File: src/rtl/dict_pkg.sv
// Dictionary parameters shared by the compressor and decompressor dictionaries.
// Both sides import these so slot numbering and index width always agree.
package dict_pkg;
    localparam int DICT_WORDS  = 16;
    localparam int DICT_IDX_W  = $clog2(DICT_WORDS);
    localparam int DICT_DATA_W = 32;

    typedef logic [DICT_DATA_W-1:0] dict_word_t;
    typedef logic [DICT_IDX_W-1:0]  dict_idx_t;
endpackage

File: src/rtl/decomp_dict_if.sv
// Push/read bus of the decompressor dictionary.
// master: code decoder / word assembler side, slave: decomp_dict.
interface decomp_dict_if #(
    parameter int DATA_WIDTH  = 32,
    parameter int TOTAL_WORDS = 16
);
    localparam int IDX_W = $clog2(TOTAL_WORDS);

    logic                  wr;
    logic                  wr2;
    logic [DATA_WIDTH-1:0] w_data;
    logic [DATA_WIDTH-1:0] w_data2;
    logic                  rd;
    logic [IDX_W-1:0]      rd_idx;
    logic                  rd2;
    logic [IDX_W-1:0]      rd_idx2;
    logic [DATA_WIDTH-1:0] o_rd_data;
    logic                  o_rd_valid;
    logic [DATA_WIDTH-1:0] o_rd_data2;
    logic                  o_rd_valid2;
    logic                  o_rd_err;
    logic [IDX_W:0]        o_count;
    logic                  full;

    modport master (
        output wr, wr2, w_data, w_data2, rd, rd_idx, rd2, rd_idx2,
        input  o_rd_data, o_rd_valid, o_rd_data2, o_rd_valid2, o_rd_err, o_count, full
    );

    modport slave (
        input  wr, wr2, w_data, w_data2, rd, rd_idx, rd2, rd_idx2,
        output o_rd_data, o_rd_valid, o_rd_data2, o_rd_valid2, o_rd_err, o_count, full
    );
endinterface

File: src/rtl/dict_mem_2r2w.sv
// Dictionary storage: 2 write ports, 2 asynchronous read ports, no reset.
// Reads see the contents before this edge's writes (read-before-write when registered by the caller).
module dict_mem_2r2w #(
    parameter int DATA_WIDTH = 32,
    parameter int DEPTH      = 16,
    localparam int AW        = $clog2(DEPTH)
) (
    input  logic                  i_clk,
    input  logic                  we0,
    input  logic [AW-1:0]         waddr0,
    input  logic [DATA_WIDTH-1:0] wdata0,
    input  logic                  we1,
    input  logic [AW-1:0]         waddr1,
    input  logic [DATA_WIDTH-1:0] wdata1,
    input  logic [AW-1:0]         raddr0,
    output logic [DATA_WIDTH-1:0] rdata0,
    input  logic [AW-1:0]         raddr1,
    output logic [DATA_WIDTH-1:0] rdata1
);
    logic [DATA_WIDTH-1:0] mem [DEPTH];

    // Port 1 is the later word in push order, so it wins on a (degenerate) address clash.
    always_ff @(posedge i_clk) begin
        if (we0) mem[waddr0] <= wdata0;
        if (we1) mem[waddr1] <= wdata1;
    end

    assign rdata0 = mem[raddr0];
    assign rdata1 = mem[raddr1];
endmodule

File: src/rtl/decomp_dict.sv
// Decompressor FIFO dictionary: up to 2 pushes and 2 registered reads per cycle.
// Read latency 1 cycle, fully pipelined; no backpressure, unwritten-slot reads return 0 and flag o_rd_err.
module decomp_dict
    import dict_pkg::*;
#(
    parameter int DATA_WIDTH  = DICT_DATA_W,
    parameter int TOTAL_WORDS = DICT_WORDS,
    localparam int IDX_W      = $clog2(TOTAL_WORDS)
) (
    input  logic        i_clk,
    input  logic        i_reset,
    decomp_dict_if.slave bus
);
    localparam logic [IDX_W+1:0] FULL_SUM = (IDX_W+2)'(TOTAL_WORDS);

    logic [IDX_W-1:0]       wr_ptr;
    logic [IDX_W:0]         count;
    logic [TOTAL_WORDS-1:0] vld;
    logic [TOTAL_WORDS-1:0] vld_next;

    logic [1:0]             push_cnt;
    logic [IDX_W+1:0]       count_sum;
    logic [IDX_W:0]         count_next;

    logic                   we0;
    logic                   we1;
    logic [IDX_W-1:0]       waddr0;
    logic [IDX_W-1:0]       waddr1;
    logic [DATA_WIDTH-1:0]  wdata0;

    logic [DATA_WIDTH-1:0]  mem_rd0;
    logic [DATA_WIDTH-1:0]  mem_rd1;
    logic                   hit0;
    logic                   hit1;

    logic [DATA_WIDTH-1:0]  rd_data_q;
    logic [DATA_WIDTH-1:0]  rd_data2_q;
    logic                   rd_valid_q;
    logic                   rd_valid2_q;
    logic                   rd_err_q;

    // A lone push always takes slot wr_ptr, whichever of wr/wr2 carried it.
    assign we0    = bus.wr | bus.wr2;
    assign we1    = bus.wr & bus.wr2;
    assign waddr0 = wr_ptr;
    assign waddr1 = wr_ptr + IDX_W'(1);
    assign wdata0 = bus.wr ? bus.w_data : bus.w_data2;

    assign push_cnt   = {1'b0, bus.wr} + {1'b0, bus.wr2};
    assign count_sum  = {1'b0, count} + (IDX_W+2)'(push_cnt);
    assign count_next = (count_sum >= FULL_SUM) ? FULL_SUM[IDX_W:0] : count_sum[IDX_W:0];

    always_comb begin
        vld_next = vld;
        if (we0) vld_next[waddr0] = 1'b1;
        if (we1) vld_next[waddr1] = 1'b1;
    end

    dict_mem_2r2w #(
        .DATA_WIDTH (DATA_WIDTH),
        .DEPTH      (TOTAL_WORDS)
    ) u_mem (
        .i_clk  (i_clk),
        .we0    (we0),
        .waddr0 (waddr0),
        .wdata0 (wdata0),
        .we1    (we1),
        .waddr1 (waddr1),
        .wdata1 (bus.w_data2),
        .raddr0 (bus.rd_idx),
        .rdata0 (mem_rd0),
        .raddr1 (bus.rd_idx2),
        .rdata1 (mem_rd1)
    );

    // Valid bits are sampled pre-write, matching the memory's read-before-write view.
    assign hit0 = vld[bus.rd_idx];
    assign hit1 = vld[bus.rd_idx2];

    always_ff @(posedge i_clk or posedge i_reset) begin
        if (i_reset) begin
            wr_ptr <= '0;
            count  <= '0;
            vld    <= '0;
        end else begin
            wr_ptr <= wr_ptr + IDX_W'(push_cnt);
            count  <= count_next;
            vld    <= vld_next;
        end
    end

    always_ff @(posedge i_clk or posedge i_reset) begin
        if (i_reset) begin
            rd_data_q   <= '0;
            rd_data2_q  <= '0;
            rd_valid_q  <= 1'b0;
            rd_valid2_q <= 1'b0;
            rd_err_q    <= 1'b0;
        end else begin
            if (bus.rd)  rd_data_q  <= hit0 ? mem_rd0 : '0;
            if (bus.rd2) rd_data2_q <= hit1 ? mem_rd1 : '0;
            rd_valid_q  <= bus.rd;
            rd_valid2_q <= bus.rd2;
            rd_err_q    <= (bus.rd & ~hit0) | (bus.rd2 & ~hit1);
        end
    end

    assign bus.o_rd_data   = rd_data_q;
    assign bus.o_rd_data2  = rd_data2_q;
    assign bus.o_rd_valid  = rd_valid_q;
    assign bus.o_rd_valid2 = rd_valid2_q;
    assign bus.o_rd_err    = rd_err_q;
    assign bus.o_count     = count;
    assign bus.full        = (count == FULL_SUM[IDX_W:0]);
endmodule

File: src/flat_wrapper.sv
// flat-port wrapper written by rule: the top's interface ports become plain ports
module decomp_dict_flat import dict_pkg::*;
#(
    parameter int DATA_WIDTH  = DICT_DATA_W,
    parameter int TOTAL_WORDS = DICT_WORDS,
    localparam int IDX_W      = $clog2(TOTAL_WORDS)
)
  (i_clk, i_reset, bus_wr, bus_wr2, bus_w_data, bus_w_data2, bus_rd, bus_rd_idx, bus_rd2, bus_rd_idx2, bus_o_rd_data, bus_o_rd_valid, bus_o_rd_data2, bus_o_rd_valid2, bus_o_rd_err, bus_o_count, bus_full);
  decomp_dict_if #(.DATA_WIDTH(DATA_WIDTH), .TOTAL_WORDS(TOTAL_WORDS)) bus_i ();
  input  logic i_clk;
  input  logic i_reset;
  input wire logic [$bits(bus_i.wr)-1:0] bus_wr;
  input wire logic [$bits(bus_i.wr2)-1:0] bus_wr2;
  input wire logic [$bits(bus_i.w_data)-1:0] bus_w_data;
  input wire logic [$bits(bus_i.w_data2)-1:0] bus_w_data2;
  input wire logic [$bits(bus_i.rd)-1:0] bus_rd;
  input wire logic [$bits(bus_i.rd_idx)-1:0] bus_rd_idx;
  input wire logic [$bits(bus_i.rd2)-1:0] bus_rd2;
  input wire logic [$bits(bus_i.rd_idx2)-1:0] bus_rd_idx2;
  output wire logic [$bits(bus_i.o_rd_data)-1:0] bus_o_rd_data;
  output wire logic [$bits(bus_i.o_rd_valid)-1:0] bus_o_rd_valid;
  output wire logic [$bits(bus_i.o_rd_data2)-1:0] bus_o_rd_data2;
  output wire logic [$bits(bus_i.o_rd_valid2)-1:0] bus_o_rd_valid2;
  output wire logic [$bits(bus_i.o_rd_err)-1:0] bus_o_rd_err;
  output wire logic [$bits(bus_i.o_count)-1:0] bus_o_count;
  output wire logic [$bits(bus_i.full)-1:0] bus_full;
  assign bus_i.wr = bus_wr;
  assign bus_i.wr2 = bus_wr2;
  assign bus_i.w_data = bus_w_data;
  assign bus_i.w_data2 = bus_w_data2;
  assign bus_i.rd = bus_rd;
  assign bus_i.rd_idx = bus_rd_idx;
  assign bus_i.rd2 = bus_rd2;
  assign bus_i.rd_idx2 = bus_rd_idx2;
  assign bus_o_rd_data = bus_i.o_rd_data;
  assign bus_o_rd_valid = bus_i.o_rd_valid;
  assign bus_o_rd_data2 = bus_i.o_rd_data2;
  assign bus_o_rd_valid2 = bus_i.o_rd_valid2;
  assign bus_o_rd_err = bus_i.o_rd_err;
  assign bus_o_count = bus_i.o_count;
  assign bus_full = bus_i.full;
  decomp_dict #(.DATA_WIDTH(DATA_WIDTH), .TOTAL_WORDS(TOTAL_WORDS)) u_core (.i_clk(i_clk), .i_reset(i_reset), .bus(bus_i));
endmodule
File: config.mk
export PLATFORM = sky130hd
export DESIGN_NAME = decomp_dict_flat
export DESIGN_NICKNAME = d
export VERILOG_FILES = /design/src/rtl/dict_pkg.sv /design/src/rtl/decomp_dict_if.sv /design/src/rtl/dict_mem_2r2w.sv /design/src/rtl/decomp_dict.sv /design/src/flat_wrapper.sv
export SDC_FILE = /design/constraint.sdc
export NUM_CORES = 1
export LEC_CHECK = 0
export CORE_UTILIZATION = 57
export CTS_CLUSTER_SIZE = 12
export DETAILED_ROUTE_END_ITERATION = 8
export PLACE_DENSITY = 0.76
export SETUP_SLACK_MARGIN = 0.02
export SLEW_MARGIN = 20
export SYNTH_ARGS = -nofsm -noshare
export SYNTH_HDL_FRONTEND = slang
export SYNTH_SLANG_ARGS = --single-unit
File: constraint.sdc
create_clock -name i_clk -period 6.1 [get_ports i_clk]
set_input_delay 1.525 -clock i_clk [delete_from_list [all_inputs] [get_ports i_clk]]
set_output_delay 1.525 -clock i_clk [all_outputs]
set_load 0.05 [all_outputs]
After elaboration in Yosys (flattened, before gate mapping)
Memory sizes are Yosys's and may differ from the RTL's.
Cells that the tools add are included.
- latch bits: 0
- register bits: 92
- bits of input ports: 78
- ROM bits: 0
- memory bits (writable): 512
- memories: 1
- memories (name ; depth ; width ; read ports ; clocked after Yosys merged registers in ; wr ports ; line ; RTL):
    u_core.u_mem.mem ; 16 ; 32 ; 2 ; 0 ; 2 ; dict_mem_2r2w.sv:20 ; logic [DATA_WIDTH-1:0] mem [DEPTH];
- $add $sub $neg: 4
- multipliers: 0
- muxes and demuxes: 18
- shifts and indexed selects: 0
- divide/modulo/power cells: 0
- eq/ne operators: 1
- magnitude comparators: 7
- reduce and logical (&&, ||, !) cells: 2
- bitwise gates (word level): 9
- operators by type and width (cell ; count):
    $mux W32 ; 3
    $mux W16 ; 2
    $or A16 B16 Y16 ; 2
    $lt A4 B5 Y1 const B ; 4
    $bmux W1 S4 ; 2
    $demux W1 S4 ; 2
    $ge A4 B1 Y1 const B ; 2
    $mux W1 ; 8
    $add A5 B2 Y6 ; 1
    $ge A6 B5 Y1 const B ; 1
    $eq A5 B5 Y1 const B ; 1
    $mux W5 ; 1
    $add A4 B1 Y4 const B ; 1
    $add A4 B2 Y4 ; 1
    $and A1 B1 Y1 ; 3
    $add A1 B1 Y2 ; 1
    $logic_and A1 B1 Y1 ; 2
    $not A1 Y1 ; 2
    $or A1 B1 Y1 ; 2

Longest topological paths before layout
- depth in word-level cells: 8
- mapped depth: 11
- mapped depth without buffers: 9

Modules after synthesis
A second synthesis with hierarchy kept.
- cell total of the unflattened synthesis: 2066
- area total of the unflattened synthesis: 33955.1 µm²
- by module, submodules not included (module ; sequential area each (µm²) ; cells each ; area each (µm²) ; instances):
    dict_mem_2r2w ; 15374.7 ; 1732 ; 29632.2 ; 1
    decomp_dict ; 2302.2 ; 334 ; 4322.9 ; 1

Least setup slack after synthesis
Ideal clock, no wire load.
- path kind: input to register
- start: in bus_wr
- end: mem u_core.u_mem.mem[12][0], enable pin
- arrival time: 4866 ps
- data required time: 5633 ps
- slack: 767 ps
- buffers on the path: 2
- cell stages on the path: 7
- library setup time: 467 ps
- path through: clkbuf_1 > buf_2 > inv_1 > ha_1 > inv_1 > nand2_1 > o21ai_0
- RTL lines (item ; line ; RTL):
    start: declaration ; flat_wrapper.sv:12 ; input wire logic [$bits(bus_i.wr)-1:0] bus_wr;
    end: declaration ; dict_mem_2r2w.sv:20 ;

==> flow_summary_export.csv <==
group,metric,value,unit
status,outcome,"finished, final reports clean",
cells_and_area,area_growth,12.4,%
synth,syn-num-nets,2852,
drt,wl_per_cell,27.1,um
timing,hold_viol_final,0,
clock_tree,clockBufferDepth,3,
timing,slew_violations,0,
global_route,grtUsageMet2,54.1,%
setup_path,start_kind,"input pin",
floorplanning,die_x,242,um
hold_path,holdPathEnd,"u_core.vld[5]$_DFF_PP0_",
setup_path,r2r_slack,2670,ps
setup_path,rr_endpoint,"u_core.u_mem.mem[7][1]$_DFFE_PP_",
global_route,antenna_found_initial,0,
hold_path,hold_depth,1,
synth,netlist_area,32700,um^2
cells_and_area,layout-drive-gt1-share,17.8,%
floorplanning,design.core.area,56600,um^2
timing,period_share,66.5,%
clock_tree,cts_tree,"built",
place,portBuffers,150,
place,pre_cts_ws,1540,ps
hold_path,hp-start,"u_core.vld[5]$_DFF_PP0_",
setup_path,worstPathArrival,4340,ps
timing,hold_slack,492,ps
clock_tree,clock-sinks,604,
timing,max_freq,0.247,GHz
clock_tree,cts-root-buf,"clkbuf_16",
clock_tree,post_cts_resize_count,0,
drt,via_per_inst,6.87,
global_route,grt_pass1_wl,144000,um
timing,period_needed,4050,ps
drt,drtIter0Drc,3355,
drt,finalWirelength,95700,um
cells_and_area,final_nets,2820,
hold_path,min_path_type,"reg2reg",
timing,fin_tns_setup,0,ps
cells_and_area,design_area,36800,um^2
job,maxCapViolations,0,
synth,yosysSeqAreaShare,54.0,%
place,place.gp.congestion,0.897,
cells_and_area,final_util,65.0,%
place,post-dp-hpwl,56100,um
global_route,use_met3,6.25,%
clock_tree,post_cts_buffers,0,
floorplanning,dieArea,58400,um^2
timing,setup_ws,2050,ps
global_route,track_usage,32.9,%
clock_tree,clkTransAtPathRegs,60,ps
global_route,grt_max_degree,109,
global_route,grt_pass1_vias,24300,
setup_path,r2r_start,"u_core.waddr0[2]$_DFF_PP0_",
global_route,grt_overflow,0,
timing,rsz0062_at_grt,"false",
synth,postSynthCellCount,2766,
drt,drtPass1Iterations,5,
timing,tightest_slew,1110,ps
place,postPlaceCellArea,34700,um^2
setup_path,endpoint_kind,"flip-flop",
setup_path,path_max_fanout,33,
synth,synth_cell_types,38,
synth,synth_seq_cells,604,
floorplanning,rows,87,
drt,vias,24300,
setup_path,r2r_cells,4,
synth,ys_warn_count,0,
clock_tree,cts-buffers-inserted,66,
setup_path,path_class,"in2reg",
timing,fin_skew,31.1,ps
timing,slew_headroom,25.5,%
global_route,busiest_layer,"met2",
pwr,peakVddDrop,269,uV
global_route,grt_use_met1,40.1,%
pwr,p_leak,0.0129,uW
drt,antenna_left,0,
floorplanning,io_pins,151,
clock_tree,postCtsHoldBufs,0,
floorplanning,initial_core_util,57.8,%
clock_tree,clock_latency,610,ps
setup_path,crit_required,6390,ps
timing,setup_viol,0,
pwr,power.density,361,nW/um^2
floorplanning,die-height,242,um
cells_and_area,n_antenna_cell,0,
synth,avgSynthCellArea,11.8,um^2
clock_tree,ctsHtreeMaxLevel,3,
drt,drc,0,
[worst max-delay path, stage by stage]
cell and delay (ps):
buf_2 110, buf_4 710, inv_1 120, ha_1 270
inv_1 160, a22oi_1 250, nor2_4 780, buf_4 390
[flip-flops by register name, indices dropped and copies added, names as in the netlist]
name and flops:
u_core.bus.o_rd_data 32, u_core.bus.o_rd_valid2 1, u_core.bus.o_count 5, u_core.waddr0 4, u_core.vld 16, u_core.u_mem.mem 512
u_core.bus.o_rd_data2 32, u_core.bus.o_rd_err 1, u_core.bus.o_rd_valid 1
[cells in the mapped netlist]
master    instances  area, um^2
nor2_1          526        1970
a21oi_1         513        2570
edfxtp_1        512       15400
mux4_2          264        5950
clkbuf_1        213         800
a22oi_1         133         998
dfrtp_1          92        2300
nand2_1          82         308
nand3_1          76         380
inv_1            72         270
o21ai_1          64         320
buf_1            55         206
mux2i_1          33         330
buf_2            28         140
buf_6            16         180
buf_4            14         105
o21ai_0          12        60.1
nor2b_1           8        50.1
a21o_1            7        52.6
ha_1              7        87.6
or2_2             7        43.8
and2_1            6        37.5
nand2b_1          4        25.0
xor2_1            4        35.0
o21bai_1          3        22.5
a31oi_1           2        12.5
nand3b_1          2        15.0
a211o_1           1        8.76
a21boi_0          1        7.51
and2_0            1        6.26
fa_1              1        20.0
nor3_1            1        5.00
nor3b_1           1        7.51
nor3b_2           1        12.5
nor4_1            1        6.26
o22ai_1           1        6.26
or2_0             1        6.26
xnor2_1           1        8.76
[worst max-delay path by stage]
stage | start | to | slack [ps] | cells past startpoint
6_report | bus_wr | u_core.u_mem.mem[2][12]$_DFFE_PP_ | 2050 | 8
5_1_grt | bus_wr | u_core.u_mem.mem[2][14]$_DFFE_PP_ | 1960 | 8
4_1_cts | bus_wr | u_core.u_mem.mem[2][13]$_DFFE_PP_ | 2150 | 8
3_5_place_dp | bus_wr | u_core.u_mem.mem[2][19]$_DFFE_PP_ | 1540 | 8
3_3_place_gp | bus_wr2 | u_core.u_mem.mem[10][4]$_DFFE_PP_ | 1630 | 8
2_1_floorplan | bus_wr | u_core.u_mem.mem[12][0]$_DFFE_PP_ | 770 | 7
[layer usage]
metal / routed length, um / part of all wire, %
met5: 0 / 0
met4: 6120 / 6.4
met3: 11000 / 11
met2: 47000 / 49
met1: 31600 / 33
[power by group]
| part | total (uW) | switching, uW | internal, uW |
|---|---|---|---|
| Combinational | 3520 | 2260 | 1260 |
| Sequential | 5880 | 408 | 5470 |
| Clock | 3890 | 1630 | 2260 |
[stage by stage]
stage / total power, uW / cells
global placement: 9220 / 3422
floorplan: 8090 / 2766
detailed placement: 9380 / 3422
CTS: 13200 / 3537
finish: 13300 / 3537
global route: 13700 / 3537
[logic make-up after synthesis]
family	share of synthesized area, %
buffers and inverters	5.20
flip-flops	54.0
multiplexers	19.2
XOR/XNOR	0.134
AO/OA/AOI/OAI	12.4
AND/OR/NAND/NOR	8.79
adder cells (fa/ha/maj)	0.329
[cells in the final DEF, fill, tap and decap left out, types with 14 or more instances in the layout]
cell type          n
mux2i_1           19
buf_4             67
nand2_1           74
clkdlybuf4s50_1  143
o21ai_1           64
a21oi_1          513
mux4_2           264
edfxtp_1         512
nor2_1           518
inv_1             71
dfrtp_1           92
nand3_1           64
a22oi_1          133
mux2i_2           14
clkbuf_16         69
clkbuf_1          23
[cell type report]
class,instances,area [um^2]
fill,4130,19800
sequential,604,17700
multi-input combinational,1764,13700
timing repair buffer,226,2200
clock buffer,97,1880
tap,756,946
inverter,72,273
clock inverter,18,160
Note: power is estimated with default switching activity, not from simulation.
